File: src/rtl/avalon_regbank_responder.sv
// Avalon-MM register-bank responder; AVS_ID_REG_EN makes address 0 a read-only ID.
// Latency: WAIT_CYCLES stall cycles per transfer; readdatavalid_o READ_LATENCY edges after acceptance.
// Backpressure: waitrequest_o holds each request; the read pipeline never stalls.
module avalon_regbank_responder #(
  parameter int ADDRSIZE     = 3,
  parameter int DATASIZE     = 16,
  parameter int WAIT_CYCLES  = 1,
  parameter int READ_LATENCY = 2,
  parameter logic [DATASIZE-1:0] ID_VALUE = DATASIZE'(16'hCAFE)
) (
  input  logic                  clk_i,
  input  logic                  rst_n_i,
  input  logic [ADDRSIZE-1:0]   address_i,
  input  logic [DATASIZE/8-1:0] byteenable_i,
  input  logic                  read_i,
  input  logic                  write_i,
  input  logic [DATASIZE-1:0]   writedata_i,
  output logic                  waitrequest_o,
  output logic [DATASIZE-1:0]   readdata_o,
  output logic                  readdatavalid_o,
  output logic                  err_o
);

  localparam int NREGS  = 1 << ADDRSIZE;
  localparam int NBYTES = DATASIZE / 8;
  localparam logic [3:0] WAIT_LIM = 4'(WAIT_CYCLES);

  typedef enum logic [1:0] {IDLE, STALL, ACCEPT} phase_t;

  phase_t                phase;
  logic [3:0]            wcnt;
  logic [3:0]            wcnt_nxt;
  logic                  req;
  logic                  accept;
  logic                  rd_acc;
  logic                  wr_acc;
  logic                  wr_ok;
  logic [DATASIZE-1:0]   lane_mask;
  logic [DATASIZE-1:0]   rd_word;
  logic [DATASIZE-1:0]   regs [NREGS];
  logic [READ_LATENCY-1:0] vld_pipe;
  logic [DATASIZE-1:0]   dat_pipe [READ_LATENCY];

  // wcnt is the state register; the phase is decoded from it and the live request
  always_comb begin
    req      = read_i | write_i;
    phase    = IDLE;
    wcnt_nxt = 4'd0;
    if (req) begin
      if (wcnt != WAIT_LIM) begin
        phase    = STALL;
        wcnt_nxt = wcnt + 4'd1;
      end else begin
        phase    = ACCEPT;
      end
    end
  end

  always_ff @(posedge clk_i) begin
    if (!rst_n_i) begin
      wcnt <= 4'd0;
    end else begin
      wcnt <= wcnt_nxt;
    end
  end

  assign waitrequest_o = (phase == STALL);
  assign accept        = (phase == ACCEPT);
  assign rd_acc        = accept & read_i & ~write_i;
  assign wr_acc        = accept & write_i & ~read_i;

`ifdef AVS_ID_REG_EN
  assign wr_ok = wr_acc && (address_i != '0);
`else
  assign wr_ok = wr_acc;
`endif

  always_comb begin
    lane_mask = '0;
    for (int k = 0; k < NBYTES; k++) begin
      lane_mask[8*k +: 8] = {8{byteenable_i[k]}};
    end
    rd_word = regs[address_i];
`ifdef AVS_ID_REG_EN
    if (address_i == '0) begin
      rd_word = ID_VALUE;
    end
`endif
  end

  always_ff @(posedge clk_i) begin
    if (!rst_n_i) begin
      err_o <= 1'b0;
      for (int i = 0; i < NREGS; i++) begin
        regs[i] <= '0;
      end
    end else begin
      if (accept && read_i && write_i) begin
        err_o <= 1'b1;
      end
      if (wr_ok) begin
        for (int k = 0; k < NBYTES; k++) begin
          if (byteenable_i[k]) begin
            regs[address_i][8*k +: 8] <= writedata_i[8*k +: 8];
          end
        end
      end
    end
  end

  // Data stages stay zero unless they carry a read, so readdata_o idles at 0
  always_ff @(posedge clk_i) begin
    if (!rst_n_i) begin
      vld_pipe <= '0;
      for (int i = 0; i < READ_LATENCY; i++) begin
        dat_pipe[i] <= '0;
      end
    end else begin
      vld_pipe[0] <= rd_acc;
      dat_pipe[0] <= rd_acc ? (rd_word & lane_mask) : '0;
      for (int i = 1; i < READ_LATENCY; i++) begin
        vld_pipe[i] <= vld_pipe[i-1];
        dat_pipe[i] <= dat_pipe[i-1];
      end
    end
  end

  assign readdatavalid_o = vld_pipe[READ_LATENCY-1];
  assign readdata_o      = dat_pipe[READ_LATENCY-1];

endmodule
File: config.mk
export PLATFORM = sky130hd
export DESIGN_NAME = avalon_regbank_responder
export DESIGN_NICKNAME = d
export VERILOG_FILES = /design/src/rtl/avalon_regbank_responder.sv
export SDC_FILE = /design/constraint.sdc
export NUM_CORES = 1
export LEC_CHECK = 0
export CAP_MARGIN = 20
export CORE_MARGIN = 5
export CORE_UTILIZATION = 53
export CTS_CLUSTER_DIAMETER = 100
export DETAILED_ROUTE_END_ITERATION = 10
export GPL_TIMING_DRIVEN = 1
export PLACE_DENSITY_LB_ADDON = 0.2
export SYNTH_ARGS = -nofsm -noshare
export SYNTH_HDL_FRONTEND = slang
export SYNTH_SLANG_ARGS = --single-unit
File: constraint.sdc
create_clock -name clk_i -period 1.85 [get_ports clk_i]
set_input_delay 0.4625 -clock clk_i [delete_from_list [all_inputs] [get_ports clk_i]]
set_output_delay 0.4625 -clock clk_i [all_outputs]
set_load 0.03 [all_outputs]
==> out/results.ini <==
[floorplanning]
design.core.area_um2=13100
ios=44
rows=42
die_w_um=125
initial_utilization_pct=53.5
die_h_um=125
fp.dieArea_um2=15700

[power]
p_sw_mw=1.79
vdd_drop_max_uv=770
power.density_nw_per_um2=941
clkPwrFrac_pct=41.1
p_int_mw=6.42
pwr-share-seq_pct=50.7
leakagePower_nw=3.51
combPwrFrac_pct=8.1
finalPower_mw=8.21
switching_share_pct=21.8

[timing]
fin_crit_sh_pct=98.9
rsz0062_at_grt=yes
fmax_ghz=0.547
tightestPinTransition_ns=0.396
maxSlewHeadroom_pct=73.6
finalHoldViolCount=0
fin_crit_ns=1.83
setup_tns_ns=0
setup_slack_ns=0.0208
setup_viol=0
holdWs_ns=0.432
slew_viol_final=0
fin_skew_ns=0.00550

[place]
place_inst=802
hpwl_um=11300
pre_cts_ws_ns=-0.397
io_buffers=43
routabilityCongestion=0.825
dpl_cell_area_um2=8130

[yosys]
async_reset_ff_share_pct=0
synth.largest_area_cell=edfxtp_1
syn_nets=578
ys_top_cells_by_area=edfxtp_1 (55%), dfxtp_1 (11%), mux2i_1 (9.1%), nor2_1 (7.2%), o22a_1 (4.0%)
yosysMostFrequentCell=nor2_1
yosysWarnings=0
synthCells=551
synth_area_um2=7020
synth.distinct_cells=34
syn_avg_cell_area_um2=12.7
synth_top_area_share_pct=54.7
synth_edf_count=128
synth_seq_cells=167
synth_flop_cell=edfxtp_1
synth-seq-area-share_pct=65.8
synth_common_cells=nor2_1 (134), edfxtp_1 (128), mux2i_1 (64)

[cells_and_area]
final_core_util_pct=66.4
fin_nets=676
fin_area_um2=8730
syn2layout_area_growth_pct=24.3
drive_gt1_share_pct=20.1
fin_cells=838
num_antenna_cells=0

[route]
antenna_left=0
dr.pass1.iters=7
dr.first_iter.drc_count=374
wl_per_cell_um=18.5
avgViaCountPerCell=5.34
drc=0
vias=4476
totalWireLength_um=15500

[clock_tree]
clkTransAtPathRegs_ns=0.06
clk_path_buf_depth=2
htreeDepth=4
cts_tree=done
cts_made_buffers=17
clock-root-buffer=clkbuf_16
numClockSinks=167
clock_latency_ns=0.42

[worst_setup_path]
path_max_fanout=3
worst-setup-path-type=in2out
startpoint_type=input port
required_ns=1.39
crit_arrival_ns=1.37
endpoint_kind=output port

[grt]
grt_overflow=0
antenna_found_initial=0
grt_pass1_wl_um=24500
grt.total_usage_pct=20.7
grt_max_degree=36
grt_pass1_vias=4543

[hold_path]
hp-class=reg2reg

[outcome]
status=complete, no violations

[flow_run]
max_cap_viol_count=0

-- area by class of cell --
class                      instances  area, µm²
timing repair buffer             126       1160
inverter                           1       3.75
sequential                       167       4630
clock buffer                      20        437
multi-input combinational        336       2150
tap                              176        220
fill                             987       4410
clock inverter                    12        126
-- power groups by stage --
stage | Combinational [mW] | Clock [mW] | Sequential (mW)
after floorplan | 0.331 | 0 | 4.23
final | 0.668 | 3.38 | 4.17
after global routing | 0.713 | 3.60 | 4.17
after detailed placement | 0.644 | 0 | 4.24
after CTS | 0.654 | 3.43 | 4.17
after global placement | 0.633 | 0 | 4.24
-- sequential cells by signal (all words and copies together) (netlist names) --
name / count
wcnt: 4
dat_pipe: 32
regs: 128
err_o: 1
vld_pipe: 2
-- final timing paths --
kind | slack [ns] | depth (start not counted) | to | start
setup / recovery | 0.02 | 5 | waitrequest_o | read_i
hold / removal | 0.43 | 1 | dat_pipe[0][27] | dat_pipe[0][11]
setup reg to reg | 0.04 | 7 | regs[3][9] | wcnt[1]
hold reg to reg | 0.43 | 1 | dat_pipe[0][27] | dat_pipe[0][11]
-- critical path, cell delays in order --
cell	delay (ns)
clkdlybuf4s50_1	0.42
buf_4	0.15
nor2_1	0.11
nor2_1	0.06
buf_4	0.16
-- cell families after synthesis --
family	share of synthesized area, %
xor gates and xnor gates	0.249
and+or+nand+nor	14.1
AOI/OAI and AO/OA	6.36
buffers and inverters	3.92
adders and majority gates	0.356
muxes	9.12
DFF	65.8
-- metal layers --
metal	share of wire [%]	GRT usage, %	vias up	routed length (µm)
met1	42	26.7	2166	6530
met5	0	0	-	0
met3	5.7	5.07	29	882
li1	-	-	2147	-
met2	50	34.1	134	7780
met4	2.2	7.91	0	349
-- repair_timing --
action	4_1_cts	5_1_grt
setup buffers	0	4
hold buffers	0	0
pin swaps	1	6
endpoints found under the setup margin	19	132
resized for setup	24	5
-- cell usage in the layout, fill, tap and decap left out, types with 2 or more instances in the layout --
master / instances
nor2_1: 134
edfxtp_1: 128
buf_4: 73
mux2i_1: 64
dfxtp_1: 37
o22a_1: 32
clkdlybuf4s50_1: 22
and2_1: 19
nand2_1: 18
dlygate4sd2_1: 18
clkbuf_16: 17
a21oi_1: 16
o21ai_1: 15
buf_12: 11
nand2b_1: 5
clkinv_2: 4
nand4_1: 3
nand4_2: 3
nor2b_1: 3
nand4b_4: 3
clkbuf_1: 3
nand4b_1: 2
or2_2: 2
nand3_2: 2
clkinv_4: 2
inv_6: 2
bufinv_16: 2
dfxtp_2: 2
Power figures use the tool's default switching activity.
